===== config.mk =====
export PLATFORM = sky130hd
export DESIGN_NAME = sent_rx_pulse_decoder_flat
export DESIGN_NICKNAME = d
export VERILOG_FILES = /design/src/rtl/sent_pkg.sv /design/src/rtl/sent_rx_pulse_decoder_if.sv /design/src/rtl/sent_rx_divider.sv /design/src/rtl/sent_rx_pulse_decoder.sv /design/src/flat_wrapper.sv
export SDC_FILE = /design/constraint.sdc
export NUM_CORES = 1
export LEC_CHECK = 0
export BUFFER_PORTS_ARGS = -buffer_cell sky130_fd_sc_hd__buf_2
export CORE_ASPECT_RATIO = 0.6
export CORE_MARGIN = 5
export CORE_UTILIZATION = 50
export DETAILED_ROUTE_END_ITERATION = 10
export GPL_ROUTABILITY_DRIVEN = 0
export PLACE_DENSITY = 0.7
export SYNTH_ARGS = -nofsm -noshare
export SYNTH_HDL_FRONTEND = slang
export SYNTH_SLANG_ARGS = --single-unit
export TNS_END_PERCENT = 1

===== constraint.sdc =====
create_clock -name clk_rx -period 4.4 [get_ports clk_rx]
set_input_delay 0 -clock clk_rx [delete_from_list [all_inputs] [get_ports clk_rx]]
set_output_delay 0 -clock clk_rx [all_outputs]
set_load 0.01 [all_outputs]

===== src/rtl/sent_pkg.sv =====
// Shared constants and types for the SENT receive pulse decoder.
package sent_pkg;

    // A sync/calibration pulse is 56 ticks; a nibble of value v is 12+v ticks.
    localparam int SYNC_TICKS = 56;
    localparam int NIB_BASE   = 12;
    localparam int NIBBLES    = 8;

    // Rounded-division datapath widths.
    localparam int NUM_W = 24;
    localparam int DEN_W = 17;
    localparam int Q_W   = 7;

    typedef enum logic [1:0] {
        ERR_NONE    = 2'd0,
        ERR_SYNC    = 2'd1,
        ERR_RANGE   = 2'd2,
        ERR_TIMEOUT = 2'd3
    } sent_err_t;

    typedef enum logic [1:0] {
        HUNT       = 2'd0,
        DECODE     = 2'd1,
        CHECK_SYNC = 2'd2
    } sent_state_t;

    // True when a rounded tick count maps onto a legal nibble value.
    function automatic logic q_in_range(input logic [Q_W-1:0] q);
        return (q >= Q_W'(NIB_BASE)) && (q <= Q_W'(NIB_BASE + 15));
    endfunction

    // Tick count to nibble value.
    function automatic logic [3:0] nibble_of(input logic [Q_W-1:0] q);
        logic [Q_W-1:0] w_diff;
        w_diff = q - Q_W'(NIB_BASE);
        return w_diff[3:0];
    endfunction

endpackage


===== src/rtl/sent_rx_pulse_decoder_if.sv =====
// Output bundle of the SENT receive pulse decoder. The decoder drives the
// master side; consumers attach to the slave side. Every *_valid_o, sync_o
// and err_o is a single-cycle strobe with no back-pressure: the consumer
// must sample the qualified data in the cycle the strobe is high.
interface sent_rx_pulse_decoder_if
    import sent_pkg::*;
#(
    parameter int CNT_W = 16
);
    logic [3:0]       nibble_o;
    logic             nibble_valid_o;
    logic [2:0]       nibble_idx_o;
    logic             sync_o;
    logic [CNT_W-1:0] tick_cycles_o;
    logic [3:0]       status_o;
    logic [23:0]      data_o;
    logic [3:0]       crc_o;
    logic             frame_valid_o;
    logic             err_o;
    logic [1:0]       err_code_o;
    sent_state_t      state_o;

    modport master (
        output nibble_o, nibble_valid_o, nibble_idx_o, sync_o, tick_cycles_o,
               status_o, data_o, crc_o, frame_valid_o, err_o, err_code_o,
               state_o
    );

    modport slave (
        input nibble_o, nibble_valid_o, nibble_idx_o, sync_o, tick_cycles_o,
              status_o, data_o, crc_o, frame_valid_o, err_o, err_code_o,
              state_o
    );
endinterface


===== src/rtl/sent_rx_divider.sv =====
// Restoring divider producing a 7-bit quotient: one load cycle, then one
// quotient bit per cycle MSB first. The caller guarantees num < 128*den.
module sent_rx_divider
    import sent_pkg::*;
(
    input  logic             clk_rx,
    input  logic             reset_n_rx,
    input  logic             i_start,
    input  logic [NUM_W-1:0] i_num,
    input  logic [DEN_W-1:0] i_den,
    output logic             o_busy,
    output logic             o_done,
    output logic [Q_W-1:0]   o_q
);

    logic [NUM_W-1:0] r_rem;
    logic [DEN_W-1:0] r_den;
    logic [Q_W-1:0]   r_q;
    logic [2:0]       r_bit;
    logic             r_busy;
    logic             r_done;

    logic [NUM_W-1:0] w_trial;
    logic             w_fits;

    // Divisor aligned to the quotient bit currently being resolved.
    always_comb begin
        w_trial = {{(NUM_W-DEN_W){1'b0}}, r_den} << r_bit;
        w_fits  = (r_rem >= w_trial);
    end

    // Load on start, then subtract-and-shift for Q_W iterations.
    always_ff @(posedge clk_rx) begin
        if (!reset_n_rx) begin
            r_rem  <= '0;
            r_den  <= '0;
            r_q    <= '0;
            r_bit  <= '0;
            r_busy <= 1'b0;
            r_done <= 1'b0;
        end else begin
            r_done <= 1'b0;
            if (i_start) begin
                r_rem  <= i_num;
                r_den  <= i_den;
                r_q    <= '0;
                r_bit  <= 3'(Q_W - 1);
                r_busy <= 1'b1;
            end else if (r_busy) begin
                if (w_fits) begin
                    r_rem <= r_rem - w_trial;
                end
                r_q <= {r_q[Q_W-2:0], w_fits};
                if (r_bit == 3'd0) begin
                    r_busy <= 1'b0;
                    r_done <= 1'b1;
                end else begin
                    r_bit <= r_bit - 3'd1;
                end
            end
        end
    end

    assign o_busy = r_busy;
    assign o_done = r_done;
    assign o_q    = r_q;

endmodule


===== src/rtl/sent_rx_pulse_decoder.sv =====
// SENT receive front end: measures fall-to-fall intervals, locks onto the
// 56-tick sync pulse and decodes the 8 following nibbles into a frame.
module sent_rx_pulse_decoder
    import sent_pkg::*;
#(
    parameter int CLK_PER_TICK = 60,
    parameter int CNT_W        = 16,
    parameter int SYNC_MIN     = 42 * CLK_PER_TICK,
    parameter int SYNC_MAX     = 70 * CLK_PER_TICK
) (
    input  logic                      clk_rx,
    input  logic                      reset_n_rx,
    input  logic                      data_i,
    sent_rx_pulse_decoder_if.master   bus
);

    localparam logic [CNT_W-1:0] L_SYNC_MIN = CNT_W'(SYNC_MIN);
    localparam logic [CNT_W-1:0] L_SYNC_MAX = CNT_W'(SYNC_MAX);

    // Input conditioning and interval measurement.
    logic             r_sync1;
    logic             r_sync2;
    logic             r_prev;
    logic [CNT_W-1:0] r_cnt;
    logic             r_armed;

    // Control state.
    sent_state_t      r_state;
    sent_state_t      w_state_nxt;
    logic [CNT_W-1:0] r_sync_q;
    logic [2:0]       r_idx;
    logic [3:0]       r_status_sh;
    logic [23:0]      r_data_sh;

    // Registered outputs.
    logic [3:0]       r_nibble;
    logic             r_nibble_valid;
    logic [2:0]       r_nibble_idx;
    logic             r_sync_pulse;
    logic [CNT_W-1:0] r_tick_cycles;
    logic [3:0]       r_status;
    logic [23:0]      r_data;
    logic [3:0]       r_crc;
    logic             r_frame_valid;
    logic             r_err;
    sent_err_t        r_err_code;

    // Decode strobes.
    logic             w_fall;
    logic             w_in_win;
    logic             w_sat;
    logic             w_lock;
    logic             w_start;
    logic             w_nib_ok;
    logic             w_last;
    logic             w_err;
    sent_err_t        w_err_code;

    // Divider interface.
    logic [NUM_W-1:0] w_num;
    logic [DEN_W-1:0] w_den;
    logic             w_div_busy;
    logic             w_div_done;
    logic [Q_W-1:0]   w_div_q;
    logic [3:0]       w_nibble;
    logic             w_q_ok;

    assign w_fall   = r_prev & ~r_sync2;
    assign w_in_win = (r_cnt >= L_SYNC_MIN) && (r_cnt <= L_SYNC_MAX);
    assign w_sat    = &r_cnt;
    assign w_last   = (r_idx == 3'(NIBBLES - 1));

    // Rounded tick count: (interval*112 + sync) / (2*sync).
    assign w_num    = NUM_W'(r_cnt) * NUM_W'(2 * SYNC_TICKS) + NUM_W'(r_sync_q);
    assign w_den    = DEN_W'({r_sync_q, 1'b0});
    assign w_q_ok   = q_in_range(w_div_q);
    assign w_nibble = nibble_of(w_div_q);

    sent_rx_divider u_div (
        .clk_rx     (clk_rx),
        .reset_n_rx (reset_n_rx),
        .i_start    (w_start),
        .i_num      (w_num),
        .i_den      (w_den),
        .o_busy     (w_div_busy),
        .o_done     (w_div_done),
        .o_q        (w_div_q)
    );

    // Two-flop synchronizer, edge history and fall-to-fall interval counter.
    always_ff @(posedge clk_rx) begin
        if (!reset_n_rx) begin
            r_sync1 <= 1'b1;
            r_sync2 <= 1'b1;
            r_prev  <= 1'b1;
            r_cnt   <= '0;
            r_armed <= 1'b0;
        end else begin
            r_sync1 <= data_i;
            r_sync2 <= r_sync1;
            r_prev  <= r_sync2;
            r_armed <= r_armed | w_fall;
            if (w_fall) begin
                r_cnt <= CNT_W'(1);
            end else if (!w_sat) begin
                r_cnt <= r_cnt + CNT_W'(1);
            end
        end
    end

    // State register.
    always_ff @(posedge clk_rx) begin
        if (!reset_n_rx) begin
            r_state <= HUNT;
        end else begin
            r_state <= w_state_nxt;
        end
    end

    // Next state and decode strobes; an error always pre-empts a nibble.
    always_comb begin
        w_state_nxt = r_state;
        w_lock      = 1'b0;
        w_start     = 1'b0;
        w_nib_ok    = 1'b0;
        w_err       = 1'b0;
        w_err_code  = ERR_NONE;
        case (r_state)
            HUNT: begin
                // The first fall after reset only opens the measurement.
                if (w_fall && r_armed && w_in_win) begin
                    w_lock      = 1'b1;
                    w_state_nxt = DECODE;
                end
            end
            DECODE: begin
                if (w_fall) begin
                    if (w_div_busy || w_div_done || (r_cnt >= r_sync_q)) begin
                        w_err       = 1'b1;
                        w_err_code  = ERR_RANGE;
                        w_state_nxt = HUNT;
                    end else begin
                        w_start = 1'b1;
                    end
                end else if (w_div_done) begin
                    if (w_q_ok) begin
                        w_nib_ok = 1'b1;
                        if (w_last) begin
                            w_state_nxt = CHECK_SYNC;
                        end
                    end else begin
                        w_err       = 1'b1;
                        w_err_code  = ERR_RANGE;
                        w_state_nxt = HUNT;
                    end
                end else if (w_sat) begin
                    w_err       = 1'b1;
                    w_err_code  = ERR_TIMEOUT;
                    w_state_nxt = HUNT;
                end
            end
            CHECK_SYNC: begin
                if (w_fall) begin
                    if (w_in_win) begin
                        w_lock      = 1'b1;
                        w_state_nxt = DECODE;
                    end else begin
                        w_err       = 1'b1;
                        w_err_code  = ERR_SYNC;
                        w_state_nxt = HUNT;
                    end
                end
            end
            default: begin
                w_state_nxt = HUNT;
            end
        endcase
    end

    // Sync capture, nibble shadows and the registered output strobes.
    always_ff @(posedge clk_rx) begin
        if (!reset_n_rx) begin
            r_sync_q       <= '0;
            r_idx          <= '0;
            r_status_sh    <= '0;
            r_data_sh      <= '0;
            r_nibble       <= '0;
            r_nibble_valid <= 1'b0;
            r_nibble_idx   <= '0;
            r_sync_pulse   <= 1'b0;
            r_tick_cycles  <= '0;
            r_status       <= '0;
            r_data         <= '0;
            r_crc          <= '0;
            r_frame_valid  <= 1'b0;
            r_err          <= 1'b0;
            r_err_code     <= ERR_NONE;
        end else begin
            r_nibble_valid <= 1'b0;
            r_sync_pulse   <= 1'b0;
            r_frame_valid  <= 1'b0;
            r_err          <= 1'b0;
            if (w_lock) begin
                r_sync_q      <= r_cnt;
                r_tick_cycles <= r_cnt;
                r_sync_pulse  <= 1'b1;
                r_idx         <= '0;
            end
            if (w_err) begin
                r_err      <= 1'b1;
                r_err_code <= w_err_code;
            end
            if (w_nib_ok) begin
                r_nibble       <= w_nibble;
                r_nibble_valid <= 1'b1;
                r_nibble_idx   <= r_idx;
                r_idx          <= r_idx + 3'd1;
                case (r_idx)
                    3'd0: r_status_sh       <= w_nibble;
                    3'd1: r_data_sh[23:20]  <= w_nibble;
                    3'd2: r_data_sh[19:16]  <= w_nibble;
                    3'd3: r_data_sh[15:12]  <= w_nibble;
                    3'd4: r_data_sh[11:8]   <= w_nibble;
                    3'd5: r_data_sh[7:4]    <= w_nibble;
                    3'd6: r_data_sh[3:0]    <= w_nibble;
                    default: begin
                        // CRC nibble completes the frame: publish everything.
                        r_status      <= r_status_sh;
                        r_data        <= r_data_sh;
                        r_crc         <= w_nibble;
                        r_frame_valid <= 1'b1;
                    end
                endcase
            end
        end
    end

    assign bus.nibble_o       = r_nibble;
    assign bus.nibble_valid_o = r_nibble_valid;
    assign bus.nibble_idx_o   = r_nibble_idx;
    assign bus.sync_o         = r_sync_pulse;
    assign bus.tick_cycles_o  = r_tick_cycles;
    assign bus.status_o       = r_status;
    assign bus.data_o         = r_data;
    assign bus.crc_o          = r_crc;
    assign bus.frame_valid_o  = r_frame_valid;
    assign bus.err_o          = r_err;
    assign bus.err_code_o     = r_err_code;
    assign bus.state_o        = r_state;

endmodule


===== src/flat_wrapper.sv =====
// flat-port wrapper written by rule: the top's interface ports become plain ports
module sent_rx_pulse_decoder_flat import sent_pkg::*;
#(
    parameter int CLK_PER_TICK = 60,
    parameter int CNT_W        = 16,
    parameter int SYNC_MIN     = 42 * CLK_PER_TICK,
    parameter int SYNC_MAX     = 70 * CLK_PER_TICK
)
  (clk_rx, reset_n_rx, data_i, bus_nibble_o, bus_nibble_valid_o, bus_nibble_idx_o, bus_sync_o, bus_tick_cycles_o, bus_status_o, bus_data_o, bus_crc_o, bus_frame_valid_o, bus_err_o, bus_err_code_o, bus_state_o);
  sent_rx_pulse_decoder_if #(.CNT_W(CNT_W)) bus_i ();
  input  logic clk_rx;
  input  logic reset_n_rx;
  input  logic data_i;
  output wire logic [$bits(bus_i.nibble_o)-1:0] bus_nibble_o;
  output wire logic [$bits(bus_i.nibble_valid_o)-1:0] bus_nibble_valid_o;
  output wire logic [$bits(bus_i.nibble_idx_o)-1:0] bus_nibble_idx_o;
  output wire logic [$bits(bus_i.sync_o)-1:0] bus_sync_o;
  output wire logic [$bits(bus_i.tick_cycles_o)-1:0] bus_tick_cycles_o;
  output wire logic [$bits(bus_i.status_o)-1:0] bus_status_o;
  output wire logic [$bits(bus_i.data_o)-1:0] bus_data_o;
  output wire logic [$bits(bus_i.crc_o)-1:0] bus_crc_o;
  output wire logic [$bits(bus_i.frame_valid_o)-1:0] bus_frame_valid_o;
  output wire logic [$bits(bus_i.err_o)-1:0] bus_err_o;
  output wire logic [$bits(bus_i.err_code_o)-1:0] bus_err_code_o;
  output wire logic [$bits(bus_i.state_o)-1:0] bus_state_o;
  assign bus_nibble_o = bus_i.nibble_o;
  assign bus_nibble_valid_o = bus_i.nibble_valid_o;
  assign bus_nibble_idx_o = bus_i.nibble_idx_o;
  assign bus_sync_o = bus_i.sync_o;
  assign bus_tick_cycles_o = bus_i.tick_cycles_o;
  assign bus_status_o = bus_i.status_o;
  assign bus_data_o = bus_i.data_o;
  assign bus_crc_o = bus_i.crc_o;
  assign bus_frame_valid_o = bus_i.frame_valid_o;
  assign bus_err_o = bus_i.err_o;
  assign bus_err_code_o = bus_i.err_code_o;
  assign bus_state_o = bus_i.state_o;
  sent_rx_pulse_decoder #(.CLK_PER_TICK(CLK_PER_TICK), .CNT_W(CNT_W), .SYNC_MIN(SYNC_MIN), .SYNC_MAX(SYNC_MAX)) u_core (.clk_rx(clk_rx), .reset_n_rx(reset_n_rx), .data_i(data_i), .bus(bus_i));
endmodule

==> qor.yml, run 1 <==
worst_setup_path:
  delay_of_the_slowest_critical_path_stage_ps: 550
  worst_setup_path_end_kind: "flop"
  critical_path_arrival_ps: 4570
  critical_path.cell_chain: "fa_1, ha_1, inv_1, fa_2, nor2b_4, o31a_1, o21ai_0, nand2b_1, a21oi_1, nor2_1, nor2_1, xnor2_1, ha_1, or3_1, o21ai_0, a21oi_2, nand4b_2, or4b_1, a221oi_2"
  required_ps: 4760
  crit_path_top_delay_cell: "fa_1"
  worstPathMaxFanout: 3
  critical_path_class: "flop to flop"
  worstSetupStartpointType: "flop"
logic_synthesis:
  post_synthesis_mux_area_share_pct: 9.70
  netlist_area_um2: 10900
  ys_top_cells_by_area: "dfxtp_1, ha_1, mux2i_1, nor2_1, nand2_1"
  synth.yosys.seq_area_share_pct: 30.4
  syn_avg_cell_area_um2: 8.64
  ys_async_sr_fraction_pct: 0
  synth_top_family_by_area: "simple AND/OR/NAND/NOR gates"
  synthDominantAreaCellType: "dfxtp_1"
  synth_compound_area_share_pct: 16.7
  synth_fa_ha_area_share_pct: 16.4
  post-synth-top-area-fraction_pct: 30.4
  synth_xor_xnor_area_share_pct: 4.25
  synth-simple-area-share_pct: 17.8
  mappedNetlistNets: 1404
  netlist-cell-type-count: 80
  register_bit_count_reported_by_yosys: 166
  primary_flip_flop_cell_chosen_by_synthesis_mapping: "dfxtp_1"
  edff_count_synth: 0
  netlist_instances: 1268
  yosysWarningCount: 0
finish:
  seq_area_um2: 3330
  drive_gt1_share_pct: 13.1
  nFillCells: 1839
  postLayoutCoreUtil_pct: 58.1
  num-nets-final: 1468
  layout-area-overhead-vs-synth_pct: 12.9
  diodes: 0
  mostFrequentLayoutCell: "dfxtp_1"
  layout.cell_area.non_filler_um2: 12400
  final-instance-count-excl-fill: 1624
  multiInputGateArea_um2: 7120
  final_cell_mix: "dfxtp_1, nor2_1, ha_1"
timing:
  timing.final.ws_setup_ps: 190
  maxClockFrequency_ghz: 0.238
  timing_worst_slew_pin_value_ps: 893
  maxSlewHeadroom_pct: 40.4
  min_period_over_period_pct: 95.7
  timing.final.setup_violations: 0
  final_hold_viol_count: 0
  timing.final.max_slew_violations: 0
  fin_crit_ps: 4210
  timing.hold.ws_ps: 417
  finalClockSkew_ps: 13.5
  fin_setup_tns_ps: 0
placement:
  placed_cells: 1586
  detailedPlace.worstSlack_ps: 113
  io_buffer_count: 65
  placed_area_um2: 11700
  detailed_place_hpwl_um: 22300
floorplan:
  core_area_um2: 21300
  fp.dieW_um: 201
  number_of_standard_cell_rows_in_the_floorplan: 41
  overall_die_area_um2: 25100
  dieHeight_um: 125
  top_level_ports: 66
  initial_core_utilization_pct: 51.4
flow_run:
  cap_viol_max_count: 0
power:
  pwr-share-comb_pct: 5.7
  power.internal_mw: 2.34
  p_clk_share_pct: 47.3
  power_mw: 3.22
  leakagePower_nw: 5.39
  reg_power_share_pct: 47.0
  p_sw_share_pct: 27.3
  power.density_nw_per_um2: 261
  switching_power_mw: 0.881
  vdd.ir_drop.worst_uv: 261
clock_tree:
  ctsRootBufferMaster: "clkbuf_16"
  worstSkewPairLatency_ps: 450
  ctsLongestPathBuffers: 2
  clock_tree_from_tritoncts: "yes"
  cts_sinks: 166
  clkSlewWorstSetupHoldPaths_ps: 80
  htree_num_levels: 4
  cts_inserted_buffers: 17
detailed_routing:
  postRouteWirelength_um: 29800
  ant_nets: 0
  drt_iter0_markers: 770
  num_vias: 9439
  detailedRoute.firstPassIterationCount: 5
  routed_via_density: 5.81
  routedWlPerCell_um: 18.3
  drc_errors: 0
global_routing:
  first_pass_grt_wire_length_um: 48100
  grt_usage_pct: 23.3
  globalRoute.totalOverflow: 0
  antenna_found_initial: 0
  grt_start_max_net_pins: 78
  via_count_of_the_first_global_routing_pass: 8702
status:
  run_status: "finished clean"
hold_path:
  hp-class: "flop to flop"
cell usage after synthesis (all sizes together) (10+ instances only):
library cell	n
a211oi	26
a21o	15
a21oi	81
a221oi	11
a311oi	15
a31oi	15
and3	14
buf	27
clkbuf	42
dfxtp	166
fa	17
ha	116
inv	62
mux2i	105
nand2	115
nand2b	14
nand3	23
nand4	15
nor2	154
nor2b	10
nor3	25
o211ai	10
o21a	14
o21ai	35
xnor2	40
xor2	11
timing repair:
item | 4_1_cts | 5_1_grt
gates resized for setup | 0 | 8
endpoints found under the setup margin | 0 | 12
buffers inserted | 0 | 3
hold buffers | 3 | 0
hold endpoints to repair | 4 | 0
path summary, 6_finish.rpt:
check	from	endpoint	slack, ps	cells past startpoint
max	u_core.r_cnt[0]$_SDFFE_PN0P_	u_core.u_div.r_rem[23]$_SDFFE_PN0P_	190	19
min	u_core.r_sync1$_SDFF_PN1_	u_core.r_sync2$_SDFF_PN1_	420	1
max reg2reg	u_core.r_cnt[0]$_SDFFE_PN0P_	u_core.u_div.r_rem[23]$_SDFFE_PN0P_	190	19
min reg2reg	u_core.r_sync1$_SDFF_PN1_	u_core.r_sync2$_SDFF_PN1_	420	1
power groups by stage:
stage	clock network, mW	logic [mW]	registers, mW
after detailed placement	0	0.177	1.55
after floorplan	0	0.125	1.55
after CTS	1.54	0.180	1.52
after global routing	1.61	0.203	1.52
after global placement	0	0.174	1.55
final	1.52	0.185	1.52
per-layer routing:
metal  GRT usage, %  share of wire (%)  up-vias
met5              0                  0        -
li1               -                  -     4623
met2           31.9                 39      321
met1           36.7                 51     4461
met3           5.65                8.3       34
met4           4.45                1.1        0
sequential cells by signal, indices dropped and copies added (netlist names), 2 cells and up:
name,flops
u_core.u_div.o_q,7
u_core.bus.state_o,2
u_core.bus.crc_o,4
u_core.bus.err_code_o,2
u_core.bus.nibble_o,4
u_core.u_div.r_den,16
u_core.u_div.r_bit,3
u_core.bus.data_o,24
u_core.r_cnt,16
u_core.r_status_sh,4
u_core.bus.status_o,4
u_core.bus.tick_cycles_o,16
u_core.u_div.r_rem,24
u_core.r_idx,3
u_core.bus.nibble_idx_o,3
u_core.r_data_sh,24
critical path, delay by kind of cell, from the launching register on:
kind	cells	cell delay (ps)
AOI/OAI and AO/OA	6	910
adders and majority gates	4	1450
xor gates and xnor gates	1	130
and+or+nand+nor	7	1220
buffers and inverters	1	70
DFF	1	350
final cells by class:
| cell class | instances | area share (%) |
|---|---|---|
| multi-input combinational | 971 | 57.6 |
| sequential | 166 | 26.9 |
| timing repair buffer | 114 | 5.87 |
| clock buffer | 17 | 3.44 |
| tap | 279 | 2.82 |
| inverter | 62 | 1.90 |
| clock inverter | 15 | 1.43 |
cell families (layout without fill, tap and decap cells):
| logic type | after synthesis | in the layout |
|---|---|---|
| flops | 166 | 166 |
| mux | 106 | 106 |
| compound gates | 266 | 266 |
| simple gates | 415 | 415 |
| buf+inv | 131 | 208 |
| xor+xnor | 51 | 51 |
| fa+ha+maj | 133 | 133 |
Note: power is estimated with default switching activity, not from simulation.
==> inputs of run 2 (changes only) <==
CAP_MARGIN = 20   (was not set)
clock period = 3.7 ns   (was 4.4 ns; I/O delays follow)
==> run 2 against run 1 <==
Effect of this change: the flow now finishes with violations (negative setup slack); count of clock-buffer cells in the layout up 2; register-to-register slack worse by 470 ps; sequential share of layout area down 1.2 points; clock power up 22%; first-iteration DRC count up 8.7%; sequential power up 18%; highest routed layer unchanged.
==> qor.yml, run 2 (synthesis gave the netlist of run 1 again) <==
power:
  pwr-share-comb_pct: 6.0  # +0.3 points
  p_clk_share_pct: 47.6  # +0.3 points
  vdd.ir_drop.worst_uv: 317  # +21%
  p_sw_share_pct: 24.5  # -2.8 points
  power.internal_mw: 2.93  # +25%
  reg_power_share_pct: 46.4  # -0.6 points
  power_mw: 3.88  # +20%
  power.density_nw_per_um2: 300  # +15%
  leakagePower_nw: 5.74  # +6.4%
  switching_power_mw: 0.953  # +8.2%
global_routing:
  antenna_found_initial: 0  # unchanged
  grt_usage_pct: 24.2  # +0.91 points
  via_count_of_the_first_global_routing_pass: 9036  # +3.8%
  globalRoute.totalOverflow: 0  # unchanged
  first_pass_grt_wire_length_um: 49500  # +2.9%
  grt_start_max_net_pins: 77  # -1.3%
finish:
  postLayoutCoreUtil_pct: 60.9  # +2.8 points
  mostFrequentLayoutCell: "dfxtp_1"
  seq_area_um2: 3340  # +0.23%
  diodes: 0  # unchanged
  final_cell_mix: "dfxtp_1, nor2_1, nand2_1"
  drive_gt1_share_pct: 17.8  # +4.7 points
  layout-area-overhead-vs-synth_pct: 18.4
  num-nets-final: 1524  # +3.8%
  multiInputGateArea_um2: 7210  # +1.3%
  nFillCells: 1828  # -0.60%
timing:
  timing.final.ws_setup_ps: -276  # -465 ps
  fin_setup_tns_ps: -1710  # -1710 ps
  maxClockFrequency_ghz: 0.252  # +5.9%
  final_hold_viol_count: 0  # unchanged
  rsz0062_at_grt: "yes"
  timing_worst_slew_pin_value_ps: 884  # -9.11 ps
  timing.final.max_slew_violations: 0  # unchanged
  fin_crit_ps: 3980  # -235 ps
  min_period_over_period_pct: 107  # +12 points
  timing.final.setup_violations: 9  # +9
  timing.hold.ws_ps: 43.0  # -374 ps
  finalClockSkew_ps: 19.0  # +5.53 ps
  maxSlewHeadroom_pct: 41.0  # +0.61 points
worst_setup_path:
  worstSetupStartpointType: "flop"
  regToRegStartpoint: "u_core.r_cnt[0]$_SDFFE_PN0P_"
  worst_setup_path_end_kind: "flop"
  timing.reg2reg.setup_slack_ps: -280  # -470 ps
  worstPathMaxFanout: 2  # -1
  critical_path.cell_chain: "fa_1, ha_2, inv_2, fa_2, nor2b_4, o31a_1, o21ai_2, nand2b_1, a21oi_2, nor2_1, nor2_1, xnor2_1, ha_1, or3_1, o21ai_1, a21oi_2, nand4b_2, or4b_4, a221oi_2"
  delay_of_the_slowest_critical_path_stage_ps: 540  # about the same
  critical_path_arrival_ps: 4320  # -250 ps
  required_ps: 4040  # -720 ps
  critical_path_class: "flop to flop"
  crit_path_top_delay_cell: "fa_1"
  reg2regPathDepth: 19  # unchanged
  r2r-end: "u_core.u_div.r_rem[23]$_SDFFE_PN0P_"
placement:
  detailed_place_hpwl_um: 23100  # +3.6%
  io_buffer_count: 65  # unchanged
  detailedPlace.worstSlack_ps: -345  # -458 ps
status:
  run_status: "complete, but fails checks"
  violations: "negative setup slack"
clock_tree:
  ctsRootBufferMaster: "clkbuf_16"
  clock_tree_from_tritoncts: "yes"
  clkSlewWorstSetupHoldPaths_ps: 70  # about the same
  cts_sinks: 166  # unchanged
  cts_inserted_buffers: 17  # unchanged
  ctsLongestPathBuffers: 2  # unchanged
  worstSkewPairLatency_ps: 430  # -20 ps
  htree_num_levels: 4  # unchanged
hold_path:
  holdPathEnd: "u_core.r_idx[0]$_SDFFE_PN0P_"
  hp-start: "reset_n_rx"
  hp-class: "input pin to flop"
  hold_depth: 2  # +1
detailed_routing:
  num_vias: 9749  # +3.3%
  routedWlPerCell_um: 18.4  # +0.13%
  drc_errors: 0  # unchanged
  ant_nets: 0  # unchanged
  detailedRoute.firstPassIterationCount: 5  # unchanged
  routed_via_density: 5.81  # about the same
  postRouteWirelength_um: 30800  # +3.5%
  drt_iter0_markers: 837  # +8.7%
floorplan:
  number_of_standard_cell_rows_in_the_floorplan: 41  # unchanged
  core_area_um2: 21300  # unchanged
  fp.dieW_um: 201  # unchanged
  dieHeight_um: 125  # unchanged
  overall_die_area_um2: 25100  # unchanged
  top_level_ports: 66  # unchanged
  initial_core_utilization_pct: 51.4  # unchanged
flow_run:
  cap_viol_max_count: 0  # unchanged
## run 2: cell types whose count changed in the layout (fill, tap and decap cells not counted), sizes merged
cell / change
clkinv: -2
bufinv: +2
buf: +56
clkbuf: +2
inv: -3
## run 2: metrics by stage
| step | instance area (µm²) | cells |
|---|---|---|
| floorplan | 11000 | 1268 |
| global placement | 12200 | 1642 |
| detailed placement | 12200 | 1642 |
| CTS | 12900 | 1679 |
| global route | 13000 | 1679 |
| finish | 13000 | 1679 |
## run 2: timing repair
action,4_1_cts,5_1_grt
gates cloned,0,0
setup buffers,3,0
endpoints found under the setup margin,10,23
resized for setup,12,13
hold buffers,3,0
pin swaps,10,5
endpoints found under the hold margin,3,0
## run 2: cell type report
class,instances,area share [%]
Inverter,62,1.84
Clock inverter,12,1.07
Sequential cell,166,25.7
Tap cell,279,2.69
Clock buffer,19,3.50
Timing Repair Buffer,170,9.52
Multi-Input combinational cell,971,55.6
## run 2: per-layer routing
layer | global-route usage (%) | part of all wire (%) | vias to the layer above
li1 | - | - | 4729
met5 | 0 | 0 | -
met4 | 5.14 | 1.2 | 0
met1 | 37.1 | 50 | 4629
met3 | 8.09 | 10 | 29
met2 | 32.4 | 39 | 362
## run 2: how the worst max path moves through the flow
stage | start | endpoint | slack [ps]
finish | u_core.r_cnt[0]$_SDFFE_PN0P_ | u_core.u_div.r_rem[23]$_SDFFE_PN0P_ | -280
global route | u_core.r_cnt[0]$_SDFFE_PN0P_ | u_core.u_div.r_rem[23]$_SDFFE_PN0P_ | -530
CTS | u_core.r_cnt[0]$_SDFFE_PN0P_ | u_core.u_div.r_rem[23]$_SDFFE_PN0P_ | -230
detailed placement | u_core.r_cnt[1]$_SDFFE_PP0N_ | u_core.u_div.r_rem[23]$_SDFFE_PN0P_ | -350
global placement | u_core.r_cnt[1]$_SDFFE_PP0N_ | u_core.u_div.r_rem[23]$_SDFFE_PN0P_ | -230
floorplan | u_core.r_cnt[1]$_SDFFE_PP0N_ | u_core.u_div.r_rem[23]$_SDFFE_PN0P_ | -160
## run 2: worst max-delay path, delay by kind of cell, from the launching register on
kind,cells,cell delay [ps]
buffers and inverters,1,40
AOI/OAI and AO/OA,6,820
adders and majority gates,4,1390
DFF,1,350
and+or+nand+nor,7,1160
xor gates and xnor gates,1,130
## run 2: power by group through the flow
stage / Sequential, mW / Combinational [mW] / Clock, mW
2_1_floorplan: 1.84 / 0.150 / 0
3_3_place_gp: 1.84 / 0.215 / 0
3_5_place_dp: 1.84 / 0.220 / 0
4_1_cts: 1.80 / 0.226 / 1.87
5_1_grt: 1.80 / 0.254 / 1.94
6_report: 1.80 / 0.231 / 1.85
==> inputs of run 3 (changes only) <==
CTS_BUF_LIST = sky130_fd_sc_hd__clkbuf_4 sky130_fd_sc_hd__clkbuf_8   (was not set)
==> run 3 against run 2 <==
Effect of this change: the run still ends with negative setup slack left; clock power shrank 23%; worst hold slack improved by 31 ps; fmax shrank 0.88%; first-iteration DRC count is 1.2% higher; critical endpoint unchanged.
==> qor.yml, run 3 (synthesis gave the netlist of run 1 again) <==
finish:
  diodes: 0  # unchanged
  drive_gt1_share_pct: 17.9  # +0.10 points
  final_cell_mix: "dfxtp_1, nor2_1, nand2_1"
  layout.cell_area.non_filler_um2: 12800  # -1.2%
  final-instance-count-excl-fill: 1682  # +0.18%
  nFillCells: 1856  # +1.5%
  postLayoutCoreUtil_pct: 60.2  # -0.72 points
  mostFrequentLayoutCell: "dfxtp_1"
  num-nets-final: 1527  # +0.20%
  layout-area-overhead-vs-synth_pct: 17.0
timing:
  timing_worst_slew_pin_value_ps: 869  # -15.4 ps
  fin_crit_ps: 4010  # +35.2 ps
  finalClockSkew_ps: 27.5  # +8.55 ps
  maxSlewHeadroom_pct: 42.1  # +1.0 points
  timing.final.max_slew_violations: 0  # unchanged
  timing.final.setup_violations: 10  # +1
  timing.hold.ws_ps: 74.2  # +31.2 ps
  rsz0062_at_grt: "yes"
  final_hold_viol_count: 0  # unchanged
  maxClockFrequency_ghz: 0.249  # -0.88%
  timing.final.ws_setup_ps: -311  # -35.2 ps
  fin_setup_tns_ps: -1910  # -199 ps
  min_period_over_period_pct: 108  # +0.95 points
status:
  run_status: "complete, but fails checks"
  violations: "negative setup slack"
detailed_routing:
  routedWlPerCell_um: 18.6  # +1.4%
  drc_errors: 0  # unchanged
  num_vias: 9736  # -0.13%
  drt_iter0_markers: 847  # +1.2%
  routed_via_density: 5.79  # -0.31%
  postRouteWirelength_um: 31300  # +1.6%
  ant_nets: 0  # unchanged
  detailedRoute.firstPassIterationCount: 5  # unchanged
global_routing:
  grt_start_max_net_pins: 77  # unchanged
  globalRoute.totalOverflow: 0  # unchanged
  first_pass_grt_wire_length_um: 49800  # +0.63%
  via_count_of_the_first_global_routing_pass: 9045  # +0.10%
  antenna_found_initial: 1  # +1
  grt_usage_pct: 24.4  # +0.22 points
power:
  leakagePower_nw: 5.67  # -1.2%
  vdd.ir_drop.worst_uv: 265  # -16%
  power.density_nw_per_um2: 270  # -9.7%
floorplan:
  core_area_um2: 21300  # unchanged
  fp.dieW_um: 201  # unchanged
  initial_core_utilization_pct: 51.4  # unchanged
  dieHeight_um: 125  # unchanged
  overall_die_area_um2: 25100  # unchanged
  number_of_standard_cell_rows_in_the_floorplan: 41  # unchanged
  top_level_ports: 66  # unchanged
flow_run:
  cap_viol_max_count: 0  # unchanged
worst_setup_path:
  critical_path_class: "flop to flop"
  worst_setup_path_end_kind: "flop"
  delay_of_the_slowest_critical_path_stage_ps: 550  # about the same
  crit_path_top_delay_cell: "fa_1"
  critical_path.cell_chain: "fa_1, ha_2, inv_2, fa_2, nor2b_4, o31a_1, o21ai_2, nand2b_1, a21oi_2, nor2_1, nor2_1, xnor2_1, ha_1, or3_1, o21ai_1, a21oi_2, nand4b_2, or4b_4, a221oi_2"
  critPathTopFamily: "adder cells"
  critical_path_arrival_ps: 4390  # +70 ps
  worstSetupStartpointType: "flop"
  critical_path.n_buffers_inverters: 1  # unchanged
  required_ps: 4080  # +40 ps
  worstPathMaxFanout: 2  # unchanged
clock_tree:
  clock_tree_from_tritoncts: "yes"
  worstSkewPairLatency_ps: 470  # +40 ps
  cts_inserted_buffers: 17  # unchanged
  htree_num_levels: 4  # unchanged
  ctsLongestPathBuffers: 2  # unchanged
  cts_sinks: 166  # unchanged
  ctsRootBufferMaster: "clkbuf_8"
  clkSlewWorstSetupHoldPaths_ps: 100  # +30 ps
placement:
  placed_cells: 1642  # unchanged
  detailed_place_hpwl_um: 23100  # unchanged
  io_buffer_count: 65  # unchanged
  placed_area_um2: 12200  # unchanged
hold_path:
  hp-class: "input pin to flop"
run 3: cell count changes in the layout (fill, tap and decap cells not counted), sizes merged:
cell / delta
bufinv: +1
clkbuf: -1
dlygate4sd3: +3
run 3: timing repair:
action                                  4_1_cts  5_1_grt
cloned                                        0        0
gates resized for setup                      13       11
hold buffers                                  6        0
pin swaps                                    16        2
endpoints found under the setup margin       10       23
setup buffers                                 3        0
hold endpoints to repair                      5        0
run 3: layout make-up:
cell class | count | area, µm² | area share (%)
Clock buffer | 18 | 241 | 1.89
Multi-Input combinational cell | 971 | 7210 | 56.3
Clock inverter | 13 | 169 | 1.32
Inverter | 62 | 239 | 1.87
Timing Repair Buffer | 173 | 1260 | 9.87
Sequential cell | 166 | 3340 | 26.0
Tap cell | 279 | 349 | 2.73
run 3: path summary, 6_finish.rpt:
kind	start	cells past startpoint	slack [ps]	endpoint
max	u_core.r_cnt[0]$_SDFFE_PN0P_	19	-310	u_core.u_div.r_rem[23]$_SDFFE_PN0P_
max reg2reg	u_core.r_cnt[0]$_SDFFE_PN0P_	19	-310	u_core.u_div.r_rem[23]$_SDFFE_PN0P_
min reg2reg	u_core.r_sync1$_SDFF_PN1_	1	420	u_core.r_sync2$_SDFF_PN1_
min	reset_n_rx	3	70	u_core.u_div.o_q[0]$_SDFFE_PP0P_
run 3: power by group:
group	switching (mW)	total, mW	internal (mW)
clock	0.738	1.42	0.684
sequential	0.00866	1.80	1.79
combinational	0.146	0.240	0.0935
run 3: per-stage QoR:
stage | setup slack [ps] | power (mW)
6_report | -311 | 3.46
5_1_grt | -534 | 3.58
4_1_cts | -235 | 3.47
3_5_place_dp | -345 | 2.06
3_3_place_gp | -233 | 2.06
2_1_floorplan | -164 | 1.99
run 3: tightest hold or removal path, stage by stage:
cell and delay, ps:
buf_2 180, nand2_1 250, a21oi_1 60
run 3: per-layer routing:
layer,up-vias,global-route usage [%],part of all wire [%]
li1,4740,-,-
met1,4612,37.6,50
met2,356,32.4,38
met3,26,8.72,11
met4,2,4.53,0.86
met5,-,0,0.038
